===== src/rtl/truth_table_checker_pkg.sv =====
// Shared types and helpers for the n2t gate truth-table checker.
package n2t_check_pkg;

    typedef enum logic [1:0] {IDLE, DRIVE, CHECK, DONE} state_t;

    localparam int SETTLE_MAX = 15;
    localparam int SETTLE_W   = 4;

    function automatic int vec_count(input int n);
        return 1 << n;
    endfunction

endpackage


===== src/rtl/truth_table_checker_settle.sv =====
// Loadable down-counter; expired is high in the last cycle a vector is held.
module settle_timer
    import n2t_check_pkg::*;
(
    input  logic                clk,
    input  logic                reset,
    input  logic                load,
    input  logic [SETTLE_W-1:0] load_val,
    output logic                expired
);

    logic [SETTLE_W-1:0] cnt;

    always_ff @(posedge clk) begin
        if (reset) begin
            cnt <= '0;
        end else if (load) begin
            cnt <= load_val;
        end else if (cnt != '0) begin
            cnt <= cnt - SETTLE_W'(1);
        end
    end

    assign expired = (cnt == '0);

endmodule


===== config.mk =====
export PLATFORM = sky130hd
export DESIGN_NAME = settle_timer
export DESIGN_NICKNAME = d
export VERILOG_FILES = /design/src/rtl/truth_table_checker_pkg.sv /design/src/rtl/truth_table_checker_settle.sv
export SDC_FILE = /design/constraint.sdc
export NUM_CORES = 1
export LEC_CHECK = 0
export ABC_AREA = 1
export CORE_AREA = 2 2 39 41
export CTS_CLUSTER_SIZE = 8
export DETAILED_ROUTE_END_ITERATION = 16
export DIE_AREA = 0 0 41 43
export PLACE_DENSITY = 0.5
export SLEW_MARGIN = 15
export SYNTH_ARGS = -nofsm -noshare
export SYNTH_HDL_FRONTEND = slang
export SYNTH_SLANG_ARGS = --single-unit

===== constraint.sdc =====
create_clock -name clk -period 1.65 [get_ports clk]
set_clock_uncertainty 0.15 [all_clocks]
set_input_delay 0.33 -clock clk [delete_from_list [all_inputs] [get_ports clk]]
set_output_delay 0.33 -clock clk [all_outputs]
set_load 0.02 [all_outputs]

After elaboration in Yosys (flattened, before gate mapping)
Cells that the tools add are included.
- add/sub/neg operators: 1
- mux-type cells: 2
- reduce and logical (&&, ||, !) cells: 3
- operator list (cell ; number):
    2-to-1 mux 4 bit ; 2
    zero test 4 bit ; 1
    nonzero test 4 bit ; 1
    subtractor 4 x 1 -> 4 bit, second input constant ; 1
    nonzero test 2 bit ; 1
- register bits: 4
- input bits: 7

Logic depth before layout (Yosys ltp)
- depth in word-level cells: 3
- mapped depth: 7
- depth with buffers taken out: 7

Worst setup path before layout
Ideal clock, no wire load.
- kind: register to output
- start point: register cnt[0]
- end point: output port expired
- data arrival time: 0.969 ns
- data required time: 1.170 ns
- path slack: 0.201 ns
- cell stages (with the launch flop): 5
- path through: dfxtp_1 > inv_1 > ha_1 > nand2_1 > nor2_1
- cells in the longest elaborated chain, start to end: 1
- RTL lines (item ; RTL line ; text):
    start, declared ; truth_table_checker_settle.sv:12 ; logic [SETTLE_W-1:0] cnt;
    start signal, assigned ; truth_table_checker_settle.sv:18 ; cnt <= load_val;
    start signal, assigned ; truth_table_checker_settle.sv:20 ; cnt <= cnt - SETTLE_W'(1);
    zero test 4 bit ; truth_table_checker_settle.sv:24 ; assign expired = (cnt == '0);
    end, declared ; truth_table_checker_settle.sv:9 ; output logic expired
Every way passes these cells.

Worst setup path after layout
- start point: register cnt[1]
- end point: output port expired
The elaborated chain is that of the path after synthesis.

==> insert_results.sql <==
INSERT INTO impl_metrics (metric_group, metric, value, unit) VALUES
('outcome', 'status', 'complete, no violations', ''),
('grt', 'grt_util_met2', '12.2', '%'),
('route', 'vias_per_cell', '4.00', ''),
('cts', 'clock_insertion_delay_at_the_later_pin_of_the_skew_report', '0.23', 'ns'),
('cts', 'h_tree_level_count', '1', ''),
('power_and_ir_drop', 'p_leak', '0.197', 'nW'),
('placement', 'place.port_buffers', '7', ''),
('layout', 'final_core_utilization', '30.0', '%'),
('route', 'dr.first_iter.drc_count', '2', ''),
('timing', 'timing.final.max_slew_violations', '0', ''),
('grt', 'grt_most_used_layer', 'met2', ''),
('cts', 'root_buffer', 'sky130_fd_sc_hd__clkbuf_4', ''),
('layout', 'layout-drive-gt1-share', '25.0', '%'),
('grt', 'number_of_antenna_violations_at_the_first_check_in_global_routing', '0', ''),
('timing', 'timing_hold_violations_final', '0', ''),
('worst_setup_path', 'worstRegToRegCells', '9', ''),
('placement', 'placement.cell_area', '375', 'um2'),
('cts', 'cts_tree', 'built', ''),
('worst_setup_path', 'critical_path.reg2reg.startpoint', 'cnt[1]$_SDFFE_PP0P_', ''),
('synth', 'yosys_warnings', '0', ''),
('worst_setup_path', 'critical_path.endpoint_type', 'output pin', ''),
('grt', 'global_route.usage.met3', '1.57', '%'),
('synth', 'syn-cell-area', '248', 'um2'),
('grt', 'groute.usage.overall', '8.43', '%'),
('die', 'die_width', '41', 'um'),
('timing', 'timing.final.crit_period', '1.56', 'ns'),
('layout', 'final_cell_count_no_fill', '72', ''),
('placement', 'place_ws', '-0.145', 'ns'),
('grt', 'vias_in_the_first_global_route', '255', ''),
('layout', 'fin_area', '415', 'um2'),
('worst_setup_path', 'timing.critical_path.from_type', 'register', ''),
('synth', 'synth_seq_area_share', '32.3', '%'),
('layout', 'area_growth_syn_to_layout', '67.7', '%'),
('synth', 'ys_ff_latch', '4', ''),
('cts', 'clock-sinks', '4', ''),
('timing', 'slew_headroom', '85.6', '%'),
('layout', 'reg.largest.list', 'cnt x4', ''),
('power_and_ir_drop', 'vdd_drop_max', '0.000334', 'V'),
('die', 'die_area', '0.00176', 'mm2'),
('route', 'detail_route.wl_per_cell', '7.46', 'um'),
('die', 'die_outline_height', '43', 'um'),
('grt', 'grt.overflow.total', '0', ''),
('run', 'max_cap_viol_count', '0', ''),
('cts', 'tritoncts.num_buffers', '3', ''),
('grt', 'grt_pass1_wl', '959', 'um'),
('worst_setup_path', 'required', '1.17', 'ns'),
('route', 'detail_route.wirelength', '537', 'um'),
('timing', 'setup-tns-final', '0', 'ns'),
('layout', 'largest_register', 'cnt', ''),
('timing', 'setup_viol', '0', ''),
('worst_setup_path', 'critPathMaxFanout', '2', ''),
('route', 'detail-route-antenna-nets', '0', ''),
('timing', 'rsz0062_at_grt', 'false', ''),
('placement', 'gp_routability_congestion', '0.784', ''),
('layout', 'antennaDiodeCount', '0', ''),
('layout', 'flip_flop_count_of_the_largest_register_after_layout', '4', ''),
('timing', 'final_period_utilization', '94.8', '%'),
('die', 'initial_standard_cell_utilization_of_the_core', '17.9', '%'),
('min_path', 'holdPathStages', '3', ''),
('placement', 'count_of_placed_standard_cells_including_taps', '68', ''),
('grt', 'maximum_number_of_pins_on_one_net_before_global_route_repair', '7', ''),
('worst_setup_path', 'criticalPathCategory', 'reg -> out', ''),
('route', 'detail_route.drc_violations', '0', ''),
('die', 'fp.coreArea', '0.00138', 'mm2'),
('die', 'num_io_pins', '8', ''),
('min_path', 'worstHoldPathType', 'reg -> reg', ''),
('worst_setup_path', 'critical_path.reg2reg.endpoint', 'cnt[2]$_SDFFE_PP0P_', ''),
('min_path', 'timing.hold.worst.start', 'cnt[3]$_SDFFE_PP0P_', ''),
('power_and_ir_drop', 'powerDensity', '908', 'mW/mm2'),
('synth', 'postSynthCellCount', '40', ''),
('route', 'vias', '288', '');
## metal layers
metal,part of all wire (%),routed length (um),up-vias
met5,0,0,-
met4,0,0,0
met3,2.0,11,0
met2,51,276,3
met1,46,249,125
li1,-,-,160
## layout by cell type (no fill, tap or decap), types with 2 or more instances in the layout
master,instances
sky130_fd_sc_hd__clkdlybuf4s50_1,6
sky130_fd_sc_hd__nand2_1,11
sky130_fd_sc_hd__clkbuf_4,3
sky130_fd_sc_hd__nor2_1,5
sky130_fd_sc_hd__buf_4,7
sky130_fd_sc_hd__inv_2,2
sky130_fd_sc_hd__nand4_1,2
sky130_fd_sc_hd__o21ai_0,2
sky130_fd_sc_hd__a21oi_1,4
sky130_fd_sc_hd__nand3_1,2
sky130_fd_sc_hd__dfxtp_1,4
sky130_fd_sc_hd__inv_1,5
## final cells by class
cell class	instances	area (um2)
Fill cell	166	968
Multi-Input combinational cell	29	154
Timing Repair Buffer	13	113
Sequential cell	4	80.1
Inverter	7	26.3
Clock buffer	3	22.5
Tap cell	16	20.0
## worst max path at each step
| stage | startpoint | endpoint |
|---|---|---|
| floorplan | cnt[0]$_SDFFE_PP0P_ | expired |
| global placement | cnt[0]$_SDFFE_PP0P_ | expired |
| detailed placement | cnt[0]$_SDFFE_PP0P_ | expired |
| CTS | cnt[0]$_SDFFE_PP0P_ | expired |
| global route | cnt[1]$_SDFFE_PP0P_ | expired |
| finish | cnt[1]$_SDFFE_PP0P_ | expired |
## cell families after synthesis
kind of cell	synth area share, %
and+or+nand+nor	39.9
buffers and inverters	10.6
AOI/OAI and AO/OA	12.1
DFF	32.3
adders and majority gates	5.05
## where the power goes
part	leakage, nW	total [mW]	switching [mW]	internal, mW
logic	0.150	0.145	0.0703	0.0750
clock network	0.0138	0.116	0.0348	0.0810
registers	0.0332	0.116	0.00659	0.110
## worst max-delay path: stages (launching register included)
cell                      delay (ns)
sky130_fd_sc_hd__dfxtp_1        0.30
sky130_fd_sc_hd__inv_1          0.09
sky130_fd_sc_hd__ha_4           0.14
sky130_fd_sc_hd__nand2_1        0.06
sky130_fd_sc_hd__nor2_1         0.11
sky130_fd_sc_hd__buf_4          0.15
## what timing repair did
| item | CTS | global route |
|---|---|---|
| pin swaps | 0 | 2 |
| buffers inserted | 0 | 1 |
| endpoints found under the setup margin | 1 | 1 |
| cloned | 0 | 0 |
| gates resized for setup | 4 | 4 |
## cell usage after synthesis
| cell | count | area [um2] |
|---|---|---|
| sky130_fd_sc_hd__or2_0 | 1 | 6.26 |
| sky130_fd_sc_hd__o21ai_0 | 2 | 10.0 |
| sky130_fd_sc_hd__nand4_1 | 2 | 12.5 |
| sky130_fd_sc_hd__nand3_2 | 1 | 10.0 |
| sky130_fd_sc_hd__inv_1 | 6 | 22.5 |
| sky130_fd_sc_hd__inv_2 | 1 | 3.75 |
| sky130_fd_sc_hd__nand2_1 | 11 | 41.3 |
| sky130_fd_sc_hd__a21oi_1 | 4 | 20.0 |
| sky130_fd_sc_hd__dfxtp_1 | 4 | 80.1 |
| sky130_fd_sc_hd__ha_1 | 1 | 12.5 |
| sky130_fd_sc_hd__nand3_1 | 2 | 10.0 |
| sky130_fd_sc_hd__nor2_1 | 5 | 18.8 |
(Power assumes the default switching activity.)
